==> src/rtl/ysyx_25040105_alu_arb.sv <==
// Two-port round-robin arbiter in front of the shared EXU ALU.
// A one-entry response buffer returns each result to the port that issued it.
module ysyx_25040105_alu_arb #(
    parameter int XLEN  = 32,
    parameter int CNT_W = 16
) (
    input  logic             clk,
    input  logic             rst_n,
    input  logic             req0_valid,
    output logic             req0_ready,
    input  logic [XLEN-1:0]  req0_rs1,
    input  logic [XLEN-1:0]  req0_rs2,
    input  logic [XLEN-1:0]  req0_imm,
    input  logic [3:0]       req0_alu_op,
    input  logic             req0_alu_src,
    input  logic             req1_valid,
    output logic             req1_ready,
    input  logic [XLEN-1:0]  req1_rs1,
    input  logic [XLEN-1:0]  req1_rs2,
    input  logic [XLEN-1:0]  req1_imm,
    input  logic [3:0]       req1_alu_op,
    input  logic             req1_alu_src,
    output logic [XLEN-1:0]  alu_rs1_data,
    output logic [XLEN-1:0]  alu_rs2_data,
    output logic [XLEN-1:0]  alu_imm,
    output logic [3:0]       alu_op,
    output logic             alu_src,
    input  logic [XLEN-1:0]  alu_result,
    output logic             rsp0_valid,
    input  logic             rsp0_ready,
    output logic [XLEN-1:0]  rsp0_data,
    output logic             rsp1_valid,
    input  logic             rsp1_ready,
    output logic [XLEN-1:0]  rsp1_data,
    output logic [CNT_W-1:0] gnt_cnt0,
    output logic [CNT_W-1:0] gnt_cnt1
);

    logic            buf_valid;
    logic            buf_id;
    logic [XLEN-1:0] buf_data;
    logic            last_gnt;
    logic            free;
    logic            gnt0;
    logic            gnt1;
    logic            consume;

    assign free = !buf_valid | (!buf_id & rsp0_ready) | (buf_id & rsp1_ready);

    // Grants are masked while reset is asserted so both ready outputs stay low.
    assign gnt0 = rst_n & free & req0_valid & (!req1_valid | last_gnt);
    assign gnt1 = rst_n & free & req1_valid & (!req0_valid | !last_gnt);

    assign req0_ready = gnt0;
    assign req1_ready = gnt1;

    assign rsp0_valid = buf_valid & !buf_id;
    assign rsp1_valid = buf_valid & buf_id;
    assign rsp0_data  = rsp0_valid ? buf_data : '0;
    assign rsp1_data  = rsp1_valid ? buf_data : '0;
    assign consume    = (rsp0_valid & rsp0_ready) | (rsp1_valid & rsp1_ready);

    always_comb begin
        alu_rs1_data = '0;
        alu_rs2_data = '0;
        alu_imm      = '0;
        alu_op       = '0;
        alu_src      = 1'b0;
        if (gnt0) begin
            alu_rs1_data = req0_rs1;
            alu_rs2_data = req0_rs2;
            alu_imm      = req0_imm;
            alu_op       = req0_alu_op;
            alu_src      = req0_alu_src;
        end else if (gnt1) begin
            alu_rs1_data = req1_rs1;
            alu_rs2_data = req1_rs2;
            alu_imm      = req1_imm;
            alu_op       = req1_alu_op;
            alu_src      = req1_alu_src;
        end
    end

    always_ff @(posedge clk or negedge rst_n) begin
        if (!rst_n) begin
            buf_valid <= 1'b0;
            buf_id    <= 1'b0;
            buf_data  <= '0;
            last_gnt  <= 1'b1;
            gnt_cnt0  <= '0;
            gnt_cnt1  <= '0;
        end else begin
            if (gnt0 | gnt1) begin
                buf_data  <= alu_result;
                buf_id    <= gnt1;
                buf_valid <= 1'b1;
                last_gnt  <= gnt1;
            end else if (consume) begin
                buf_valid <= 1'b0;
            end
            if (gnt0 && gnt_cnt0 != '1)
                gnt_cnt0 <= gnt_cnt0 + CNT_W'(1);
            if (gnt1 && gnt_cnt1 != '1)
                gnt_cnt1 <= gnt_cnt1 + CNT_W'(1);
        end
    end

endmodule

==> config.mk <==
export PLATFORM = sky130hd
export DESIGN_NAME = ysyx_25040105_alu_arb
export DESIGN_NICKNAME = d
export VERILOG_FILES = /design/src/rtl/ysyx_25040105_alu_arb.sv
export SDC_FILE = /design/constraint.sdc
export NUM_CORES = 1
export LEC_CHECK = 0
export ABC_CLOCK_PERIOD_IN_PS = 2300
export BUFFER_PORTS_ARGS = -buffer_cell sky130_fd_sc_hd__buf_2
export CAP_MARGIN = 0
export CORE_AREA = 2 2 172 174
export DETAILED_ROUTE_END_ITERATION = 12
export DIE_AREA = 0 0 174 176
export GPL_TIMING_DRIVEN = 0
export SYNTH_ARGS = -nofsm -noshare
export SYNTH_HDL_FRONTEND = slang
export SYNTH_SLANG_ARGS = --single-unit
==> constraint.sdc <==
create_clock -name clk -period 2.3 [get_ports clk]
set_input_delay 0.115 -clock clk [delete_from_list [all_inputs] [get_ports clk]]
set_output_delay 0.115 -clock clk [all_outputs]
set_load 0.02 [all_outputs]
==> results.md <==
- The run finished, with violations left.
- The final reports fail on negative setup slack.
- Measured on the finished design, the core utilization comes to 30.5%.
- The number of nets in the synthesized netlist is 669.
- In the global route stage, overall resource usage came out at 17.1%.
- Once placement completed, the tool counted placed cells totaling 1252.
- STA puts the critical path data arrival time at 2.20 ns.
- Wire segments on met3 add up to 2970 µm in the final route.
- The internal reg-to-reg setup slack is 0.23 ns.
- The largest buffer count on any clock path is 2.
- The area of the placeable core is 0.0285 mm².
- The class of the tightest hold or removal check is input port to flip-flop.
- The net count of the finished layout is 1146.
- The clock tree synthesis step divided the H-tree into 3 levels.
- After synthesis, the most frequently instantiated cells are 101 x sky130_fd_sc_hd__a22o_1, 66 x sky130_fd_sc_hd__dfrtp_1, 38 x sky130_fd_sc_hd__and3_1, 36 x sky130_fd_sc_hd__mux2_2, 34 x sky130_fd_sc_hd__and2_1.
- The total overflow reported by the global router is 0.
- At the end of routability-driven placement, the weighted congestion stood at 0.935.
- The overall power is 6.97 mW.
- The placed wire-length estimate after detailed placement is 22500 µm.
- The floorplan has 62 rows.
- The final-layout setup total negative slack is -0.170 ns.
- The max-slew violation total from the final report is 0.
- The clock transition at the registers of the reported paths is 0.06 ns.
- The wire length reported by the detailed router is 27500 µm.
- The post-route cell area is 0.00870 mm².
- The number of library cell types mapped by synthesis is 38.
- The Yosys step of the flow raised 0 warnings.
- At the later pin of the worst-skew pair, clock insertion delay measures 0.34 ns.
- The fmax is 431 MHz.
- The width of the die is 174 µm.
- The largest area contributor in the synthesized netlist is sky130_fd_sc_hd__dfrtp_1.
- The number of flops mapped to enable cells by yosys is 0.
- The most used standard cell by instance count after synthesis is sky130_fd_sc_hd__a22o_1.
- The number of instances in the synthesized netlist is 427.
- The share of flip-flops with an asynchronous set or reset after synthesis is 100%.
- The area taken by flip-flops and latches is 0.00168 mm².
- The number of hold violations in the final report is 0.
- The number of port buffers is 440.
- The die area is 0.0306 mm².
- Each instance of the synthesized netlist takes up on average 10.4 µm².
- The via count of the first global-routing pass was 5696.
- The category of the worst setup path capture point is an output port.
- The multi-input gate area in the final layout is 0.00275 mm².
- The final cell count without fillers is 1304.
- Setup repair after global routing could not meet its margin everywhere.
- After layout, the worst setup slack is -0.0200 ns.
- The worst slack at placement is -0.913 ns.
- The register bit total from synthesis is 67.
- The starting density of the core is 15.5%.
- The worst setup path is of the flip-flop to output port kind.
- For this block, the initial DRC count from the detailed router was 192.
- The sequential-to-total area share from yosys stat is 37.9%.
- The antenna violation net count after detailed routing is 0.
- The first-pass GRT wire length is 38000 µm.
- TritonCTS built the clock tree.
- The worst pin sits at a relative slew slack of 48.6%.
- The element type at the critical path start is a flip-flop.
- The netlist area before placement is 0.00443 mm².
- On the final layout, the worst hold slack is 0.0223 ns.
- The slew at the pin closest to its max-slew limit is 0.770 ns.
- Compared with the post-synthesis result, the final layout area differs by 96.4%.
- Setup violations remaining at the end of the flow were counted as 17.
- Across the VDD grid, the largest voltage drop is 356 µV.
- Of the post-synthesis cell area, the dominant cell type holds 37.3%.
- The power density over cell area is 800 mW/mm².
- The die is 176 µm tall.
- In the post-synthesis netlist, the biggest area contributors are sky130_fd_sc_hd__dfrtp_1 37%, sky130_fd_sc_hd__a22o_1 20%, sky130_fd_sc_hd__mux2_2 9.1%, sky130_fd_sc_hd__and3_1 5.4%, sky130_fd_sc_hd__and2_1 4.8%.
- After layout, the minimum clock period comes to 2.32 ns.
- In this run the static leakage power is 4.56 nW.
- The max-capacitance violation count is 0.
- For this run, the detailed router's first-pass iteration total came to 4.
- Clock tree synthesis inserted a total of 9 buffers.
- The detailed-route wire length on metal 1 is 9680 µm.
- In the final routed layout, each cell accounts on average for 21.1 µm.
- The highest metal layer with signal wires is met5.
- The detailed-route vias per instance is 4.31.
- Along the worst path, the maximum fanout reaches 10.
- For the worst setup path, the data required time is 2.18 ns.
- Fill cells in the final layout number 3030.
- Dividing the final minimum period by the clock period gives 101%.
- The number of ports placed on the die boundary is 441.
- The initial antenna violation count was 24.
- Entering global routing, the biggest net connects 65 pins.
- The total cell area at the placement stage is 0.00714 mm².
- The number of design rule violations left after detail routing is 0.
- The share of post-route cells with drive strength above 1 is 62.9%.
- The sum of met2 wire segment lengths after detailed routing is 13800 µm.
- The most used flip-flop cell after synthesis is sky130_fd_sc_hd__dfrtp_1.
- The worst clock skew is 0.0114 ns.
- The cell sitting at the root of the clock tree is a sky130_fd_sc_hd__clkbuf_16.
- The sink count of the clock tree is 67.
- Detailed routing inserted a total of 5619 vias.
## path summary, 6_finish.rpt
kind                                 from               end  depth (start not counted)
setup / recovery                   buf_id  alu_rs2_data[17]                          8
hold / removal             alu_result[21]      buf_data[21]                          2
setup reg to reg              gnt_cnt1[0]       gnt_cnt1[3]                          6
hold reg to reg              gnt_cnt0[10]      gnt_cnt0[10]                          1
max in group asynchronous           rst_n       gnt_cnt1[1]                          4
min in group asynchronous           rst_n       buf_data[2]                          2
## sequential cells by signal (all words and copies together), names as in the netlist
name and cells:
buf_valid 1, buf_id 1, buf_data 32, gnt_cnt0 16
last_gnt 1, gnt_cnt1 16
## layout make-up
type / instances / share of cell area [%]
Antenna cell: 11 / 0.316
Clock inverter: 7 / 1.34
Tap cell: 384 / 5.52
Inverter: 1 / 0.0719
Buffer: 41 / 4.67
Timing Repair Buffer: 466 / 34.6
Clock buffer: 9 / 2.59
Multi-Input combinational cell: 318 / 31.6
Sequential cell: 67 / 19.3
## critical path: stages (launching register included)
cell	delay, ns
sky130_fd_sc_hd__dfrtp_1	0.37
sky130_fd_sc_hd__buf_6	0.13
sky130_fd_sc_hd__mux2i_4	0.21
sky130_fd_sc_hd__a221o_2	0.42
sky130_fd_sc_hd__inv_4	0.13
sky130_fd_sc_hd__buf_12	0.13
sky130_fd_sc_hd__clkbuf_16	0.15
sky130_fd_sc_hd__a22o_1	0.18
sky130_fd_sc_hd__buf_6	0.14
## cells in the final DEF (no fill, tap or decap), types with 11 or more instances in the layout
| master | netlist | routed |
|---|---|---|
| sky130_fd_sc_hd__mux2_2 | 36 | 36 |
| sky130_fd_sc_hd__buf_2 | 21 | 352 |
| sky130_fd_sc_hd__diode_2 | 0 | 11 |
| sky130_fd_sc_hd__dlygate4sd3_1 | 0 | 13 |
| sky130_fd_sc_hd__nand4_1 | 11 | 11 |
| sky130_fd_sc_hd__and3_1 | 38 | 38 |
| sky130_fd_sc_hd__dfrtp_1 | 66 | 66 |
| sky130_fd_sc_hd__buf_4 | 1 | 34 |
| sky130_fd_sc_hd__clkbuf_16 | 0 | 13 |
| sky130_fd_sc_hd__a22o_4 | 0 | 20 |
| sky130_fd_sc_hd__a22o_1 | 101 | 81 |
| sky130_fd_sc_hd__xnor2_1 | 13 | 13 |
| sky130_fd_sc_hd__xor2_1 | 15 | 15 |
| sky130_fd_sc_hd__and2_1 | 34 | 34 |
| sky130_fd_sc_hd__buf_6 | 1 | 76 |
## power breakdown
group	internal, mW	switching (mW)
clock	1.06	0.535
combinational	1.63	1.99
sequential	1.47	0.283
total	4.16	2.81
## cells by family (layout without fill, tap and decap cells)
| family | count (synthesis) | count (layout) | share of synthesized area (%) |
|---|---|---|---|
| other | 0 | 11 | 0 |
| buffers and inverters | 42 | 524 | 4.40 |
| XOR/XNOR | 28 | 28 | 5.53 |
| multiplexers | 37 | 37 | 9.46 |
| AO/OA/AOI/OAI | 118 | 118 | 23.3 |
| adder cells (fa/ha/maj) | 2 | 2 | 0.565 |
| AND/OR/NAND/NOR | 133 | 133 | 18.9 |
| flip-flops | 67 | 67 | 37.9 |
## per-layer routing
layer | vias to the layer above | track usage [%]
met5 | - | 0
li1 | 2614 | -
met3 | 55 | 7.49
met1 | 2640 | 17.8
met4 | 12 | 7.25
met2 | 298 | 30.1
## timing repair
action,4_1_cts,5_1_grt
gates cloned,3,0
hold buffers,14,0
buffers inserted,8,0
pin swaps,12,4
resized for setup,238,9
endpoints found under the setup margin,113,138
hold endpoints to repair,77,0
Note: power is estimated with default switching activity, not from simulation.
